[src/rtl/sprite_table_write_buffer_pkg.sv]
// Shared definitions for the sprite table write buffer: AHB transfer encodings,
// sprite table geometry and the buffered write entry layout.
package sprite_pkg;

  typedef enum logic [1:0] {
    HTRANS_IDLE   = 2'b00,
    HTRANS_BUSY   = 2'b01,
    HTRANS_NONSEQ = 2'b10,
    HTRANS_SEQ    = 2'b11
  } htrans_e;

  localparam int          SPRITE_TABLE_AW    = 9;
  localparam int          SPRITE_DATA_W      = 32;
  localparam logic [11:0] DEFAULT_VBLANK_ROW = 12'd480;

  // One buffered write: sprite table word address plus its data word.
  typedef struct packed {
    logic [SPRITE_TABLE_AW-1:0] addr;
    logic [SPRITE_DATA_W-1:0]   data;
  } entry_t;

  localparam int ENTRY_W = $bits(entry_t);

  // Only NONSEQ and SEQ carry a real transfer; IDLE and BUSY never do.
  function automatic logic is_active_trans(input logic [1:0] trans);
    return (trans == HTRANS_NONSEQ) || (trans == HTRANS_SEQ);
  endfunction

endpackage

[src/rtl/sprite_table_write_buffer_sync_fifo.sv]
// Single-clock FIFO holding buffered sprite table writes. A push while full is
// accepted only when a pop happens in the same cycle.
module sync_fifo #(
  parameter int WIDTH = 41,
  parameter int DEPTH = 8
) (
  input  logic                     clk,
  input  logic                     rst,
  input  logic                     push,
  input  logic [WIDTH-1:0]         push_data,
  input  logic                     pop,
  output logic [WIDTH-1:0]         pop_data,
  output logic                     full,
  output logic                     empty,
  output logic [$clog2(DEPTH):0]   level
);

  localparam int AW = $clog2(DEPTH);
  localparam int LW = AW + 1;

  logic [WIDTH-1:0] mem [DEPTH];
  logic [AW-1:0]    wr_ptr;
  logic [AW-1:0]    rd_ptr;
  logic [LW-1:0]    count;
  logic             do_push;
  logic             do_pop;

  assign full     = (count == LW'(DEPTH));
  assign empty    = (count == '0);
  assign level    = count;
  assign pop_data = mem[rd_ptr];
  assign do_pop   = pop && !empty;
  assign do_push  = push && (!full || do_pop);

  always_ff @(posedge clk) begin
    if (do_push) begin
      mem[wr_ptr] <= push_data;
    end
  end

  // Pointers wrap naturally because DEPTH is a power of two.
  always_ff @(posedge clk or posedge rst) begin
    if (rst) begin
      wr_ptr <= '0;
      rd_ptr <= '0;
      count  <= '0;
    end else begin
      if (do_push) begin
        wr_ptr <= wr_ptr + AW'(1);
      end
      if (do_pop) begin
        rd_ptr <= rd_ptr + AW'(1);
      end
      case ({do_push, do_pop})
        2'b10:   count <= count + LW'(1);
        2'b01:   count <= count - LW'(1);
        default: count <= count;
      endcase
    end
  end

endmodule

[src/rtl/sprite_table_write_buffer.sv]
// AHB write capture into the sprite table. With SPRITE_WRITE_DEFER_EN defined,
// writes are buffered and drained only during vertical blank; otherwise they pass straight through.
module sprite_table_write_buffer
  import sprite_pkg::*;
#(
  parameter logic [31:0] BASE_ADDR  = 32'h1080_0000,
  parameter int          FIFO_DEPTH = 8,
  parameter logic [11:0] VBLANK_ROW = DEFAULT_VBLANK_ROW
) (
  input  logic                             clk,
  input  logic                             rst,
  input  logic [31:0]                      HADDR,
  input  logic [31:0]                      HWDATA,
  input  logic                             HWRITE,
  input  logic [1:0]                       HTRANS,
  input  logic [11:0]                      pix_row,
  output logic                             sprite_table_wr,
  output logic [SPRITE_TABLE_AW-1:0]       sprite_table_addr,
  output logic [31:0]                      sprite_table_di,
  output logic [$clog2(FIFO_DEPTH):0]      fifo_level,
  output logic                             overflow
);

  logic                       addr_hit;
  logic                       pending;
  logic [SPRITE_TABLE_AW-1:0] pending_addr;
  entry_t                     data_entry;

  assign addr_hit   = is_active_trans(HTRANS) && HWRITE &&
                      (HADDR[31:11] == BASE_ADDR[31:11]);
  assign data_entry = '{addr: pending_addr, data: HWDATA};

  // Address phase: remember the word address; the data arrives next cycle.
  always_ff @(posedge clk or posedge rst) begin
    if (rst) begin
      pending      <= 1'b0;
      pending_addr <= '0;
    end else begin
      pending <= addr_hit;
      if (addr_hit) begin
        pending_addr <= HADDR[10:2];
      end
    end
  end

`ifdef SPRITE_WRITE_DEFER_EN

  entry_t head;
  logic   fifo_full;
  logic   fifo_empty;
  logic   in_vblank;
  logic   pop_req;
  logic   drop;
  logic   unused_bits;

  assign in_vblank   = (pix_row >= VBLANK_ROW);
  assign pop_req     = in_vblank && !fifo_empty;
  assign drop        = pending && fifo_full && !pop_req;
  assign unused_bits = ^HADDR[1:0];

  sync_fifo #(
    .WIDTH (ENTRY_W),
    .DEPTH (FIFO_DEPTH)
  ) u_fifo (
    .clk       (clk),
    .rst       (rst),
    .push      (pending),
    .push_data (data_entry),
    .pop       (pop_req),
    .pop_data  (head),
    .full      (fifo_full),
    .empty     (fifo_empty),
    .level     (fifo_level)
  );

  // A popped entry is presented as a one-cycle strobe; addr/di then hold.
  always_ff @(posedge clk or posedge rst) begin
    if (rst) begin
      sprite_table_wr   <= 1'b0;
      sprite_table_addr <= '0;
      sprite_table_di   <= '0;
      overflow          <= 1'b0;
    end else begin
      sprite_table_wr <= pop_req;
      if (pop_req) begin
        sprite_table_addr <= head.addr;
        sprite_table_di   <= head.data;
      end
      if (drop) begin
        overflow <= 1'b1;
      end
    end
  end

`else

  logic unused_bits;

  assign fifo_level  = '0;
  assign overflow    = 1'b0;
  assign unused_bits = ^{pix_row, HADDR[1:0]};

  // Pass-through: the completed entry is written the cycle after its data phase.
  always_ff @(posedge clk or posedge rst) begin
    if (rst) begin
      sprite_table_wr   <= 1'b0;
      sprite_table_addr <= '0;
      sprite_table_di   <= '0;
    end else begin
      sprite_table_wr <= pending;
      if (pending) begin
        sprite_table_addr <= data_entry.addr;
        sprite_table_di   <= data_entry.data;
      end
    end
  end

`endif

endmodule

[config.mk]
export PLATFORM = sky130hd
export DESIGN_NAME = sprite_table_write_buffer
export DESIGN_NICKNAME = d
export VERILOG_FILES = /design/src/rtl/sprite_table_write_buffer_pkg.sv /design/src/rtl/sprite_table_write_buffer_sync_fifo.sv /design/src/rtl/sprite_table_write_buffer.sv
export SDC_FILE = /design/constraint.sdc
export NUM_CORES = 1
export LEC_CHECK = 0
export ABC_AREA = 1
export CAP_MARGIN = 5
export CORE_AREA = 2 2 81 83
export DETAILED_ROUTE_END_ITERATION = 7
export DIE_AREA = 0 0 83 85
export MAX_ROUTING_LAYER = met4
export PLACE_DENSITY_LB_ADDON = 0.2
export SETUP_SLACK_MARGIN = 0.02
export SYNTH_ARGS = -nofsm -noshare
export SYNTH_HDL_FRONTEND = slang
export SYNTH_SLANG_ARGS = --single-unit
[constraint.sdc]
create_clock -name clk -period 4.5 [get_ports clk]
set_clock_uncertainty 0.2 [all_clocks]
set_input_delay 0.9 -clock clk [delete_from_list [all_inputs] [get_ports clk]]
set_output_delay 0.9 -clock clk [all_outputs]
set_load 0.1 [all_outputs]
==> reports/summary.log <==
[finish] number of diodes added for antenna fixing 0
[route] routed length per placed instance 12.4 um
[yosys] fraction of synthesized cell area taken by the top area cell type 61.7%
[clock_network] Clk Latency, worst-skew pair 300 ps
[clock_network] setup fix buffers added after clock tree synthesis 0
[setup_path] CP cell instances clkdlybuf4s50_1
[die] Cell Rows 29
[setup_path] required time at the endpoint of the critical path 3400 ps
[global_route] first-pass GRT wire length 6980 um
[yosys] cell area after synthesis 2110 um^2
[clock_network] number of buffers created by CTS 5
[sta] Max-Slew Margin vs Limit 33.3%
[global_route] aggregate global-route resource usage 12.7%
[yosys] number of instances in the synthesized netlist 157
[route] routed vias 1516
[global_route] Remaining Overflow, GRT 0
[yosys] synth unique cells 14
[clock_network] hold buffer count at cts 0
[setup_path] type of destination of the critical path output pin
[clock_network] Sinks on Clock Net 52
[route] Remaining DRCs 0
[clock_network] H-tree levels 2
[die] width of the die 83 um
[placement] count of buffers inserted at the top-level ports 107
[finish] synthesis-to-layout area growth 56.9%
[clock_network] Clk Tree Root Cell sky130_fd_sc_hd__clkbuf_8
[sta] Final TNS setup 0 ps
[finish] Net count, final 347
[yosys] number of warnings issued by yosys 0
[clock_network] clock-pin slew of the registers on the worst-case setup and hold paths 90 ps
[sta] unrepaired setup endpoints after global routing false
[power] combinational share of power 11.0%
[route] 1st-pass router iterations 4
[min_path] Min-Delay Path Class reg2reg
[sta] Fin. Hold Viols 0
[global_route] antenna violations before repair 0
[die] area enclosed by the die boundary 7060 um^2
[setup_path] Crit-path slowest cell sky130_fd_sc_hd__clkdlybuf4s50_1
[power] cell leakage power 1.55 nW
[run] number of maximum-capacitance violations 0
[route] count of antenna-violating nets left after detailed routing 0
[sta] maximum frequency from static timing analysis 0.345 GHz
[power] power per cell area 244 nW/um^2
[setup_path] CP Max Fanout 2
[sta] final critical-path share of the clock period 64.4%
[sta] max-slew violations 0
[die] y dimension of the die 85 um
[power] internal power summed over all cells 0.628 mW
[setup_path] critical path type reg2out
[sta] worst-margin pin slew 997 ps
[placement] Detailed Place HPWL 3170 um
[setup_path] Bufs and invs on worst path 1
[setup_path] Worst path max stage delay 1150 ps
[power] part of the total power dissipated in sequential elements 57.9%
[clock_network] CTS tree done
[setup_path] Worst setup SP type flop
[outcome] result of the run finished, final reports clean
[clock_network] post-CTS resize count 0
[yosys] Mean Syn Cell Area 13.4 um^2
[placement] total placed cells including tap cells 336
[placement] weighted congestion reported at the end of routability-driven placement 0.695
[global_route] vias in the first global route 1509
[finish] count of non-filler cells in the finished layout 344
[power] share of power burned in the clock network 31.1%
[power] switching power as a share of total power 22.2%
[yosys] cell taking the most area after synthesis sky130_fd_sc_hd__dfrtp_1
[yosys] flip-flop and latch count after synthesis 52
[power] Power Total 0.806 mW
[power] switching power 0.179 mW
[route] violation count after the first detailed-route iteration 14
[sta] final setup violating endpoints 0
[route] Detailed Route WL 4260 um
[finish] share of layout cells above drive strength 1 20.2%
[yosys] fraction of the yosys area taken by sequential cells 61.7%
[sta] shortest period the worst path allows 2900 ps
[setup_path] critical path arrival 1800 ps
[yosys] Area contributors post-synth sky130_fd_sc_hd__dfrtp_1 62%, sky130_fd_sc_hd__mux2_2 20%, sky130_fd_sc_hd__nand2_1 4.3%, sky130_fd_sc_hd__buf_4 3.2%, sky130_fd_sc_hd__nand4_1 2.7%
[setup_path] Top Family by Delay on Critical Path buffers and inverters
[clock_network] buffers from clock root to sink, at most 2
[route] drt via density 4.41
[power] worst vdd ir 0.109 mV
[global_route] largest net degree at the start of global routing 43
[die] top-level I/O count 128
[die] Std-Cell Core Area 6200 um^2
[die] initial standard-cell utilization of the core 34.0%
-- cell usage after synthesis, drive strengths merged --
cell type   n
dfrtp      52
nand3       2
conb        1
mux2       41
nand4       9
inv         6
buf        10
nor2       12
nand2      24
-- per-stage QoR --
stage               hold WS, ps  utilization, %  worst slack, ps  area [um^2]
floorplan                   149               -             2140         2120
global route                306            53.3             1540         3310
CTS                         289            53.3             1570         3310
global placement            261            52.0             1910         3230
detailed placement          266            52.0             1910         3230
finish                      285            53.3             1600         3310
-- metal layers --
metal | share of wire, % | routed length (um) | GRT usage, % | vias up
li1 | - | - | - | 737
met1 | 45 | 1910 | 15.1 | 691
met2 | 46 | 1950 | 20.5 | 82
met3 | 7.5 | 321 | 3.89 | 6
met4 | 1.6 | 68 | 4.92 | 0
met5 | 0 | 0 | - | -
-- logic make-up after synthesis --
family / share of synthesized area (%)
other: 0.178
DFF: 61.7
and+or+nand+nor: 11.7
buffers and inverters: 4.51
muxes: 21.9
-- state kept, by name (all words and copies together) (netlist names) --
signal / cells
pending: 1
sprite_table_addr: 9
pending_addr: 9
sprite_table_wr: 1
sprite_table_di: 32
-- power groups by stage --
stage / Sequential [mW] / Combinational (mW) / Clock, mW
2_1_floorplan: 0.476 / 0.0334 / 0
3_5_place_dp: 0.476 / 0.0897 / 0
3_3_place_gp: 0.476 / 0.0894 / 0
4_1_cts: 0.467 / 0.0902 / 0.265
5_1_grt: 0.467 / 0.0954 / 0.278
6_report: 0.467 / 0.0887 / 0.251
-- layout by cell type (no fill, tap or decap) --
cell	n
sky130_fd_sc_hd__clkdlybuf4s50_1	107
sky130_fd_sc_hd__dfrtp_1	51
sky130_fd_sc_hd__mux2_2	38
sky130_fd_sc_hd__nand2_1	24
sky130_fd_sc_hd__nand4_1	9
sky130_fd_sc_hd__nor2_1	7
sky130_fd_sc_hd__inv_1	5
sky130_fd_sc_hd__conb_1	5
sky130_fd_sc_hd__clkbuf_8	5
sky130_fd_sc_hd__nor2_4	3
sky130_fd_sc_hd__mux2_1	3
sky130_fd_sc_hd__nor2_2	2
sky130_fd_sc_hd__clkbuf_1	2
sky130_fd_sc_hd__nand3_2	1
sky130_fd_sc_hd__nand3_4	1
sky130_fd_sc_hd__inv_2	1
sky130_fd_sc_hd__clkinv_2	1
sky130_fd_sc_hd__dfrtp_2	1
sky130_fd_sc_hd__buf_4	1
-- cell type report --
class                   count  area, um^2
repair buffers            108        1080
multi-input cells          93         727
fillers                   569        2900
clock buffers               7        76.3
flip-flops and latches     52        1300
well taps                  77        96.3
inverters                   6        22.5
clock inverters             1        5.00
-- path summary, 6_finish.rpt --
kind	from	to	slack, ps	cells after the start
max reg2reg	pending	sprite_table_di[10]	2780	1
min	pending_addr[2]	pending_addr[2]	280	2
min reg2reg	pending_addr[2]	pending_addr[2]	280	2
min in group asynchronous	rst	sprite_table_di[25]	810	2
max in group asynchronous	rst	sprite_table_di[1]	2550	3
max	sprite_table_addr[5]	sprite_table_addr[5]	1600	1
(Power assumes the default switching activity.)
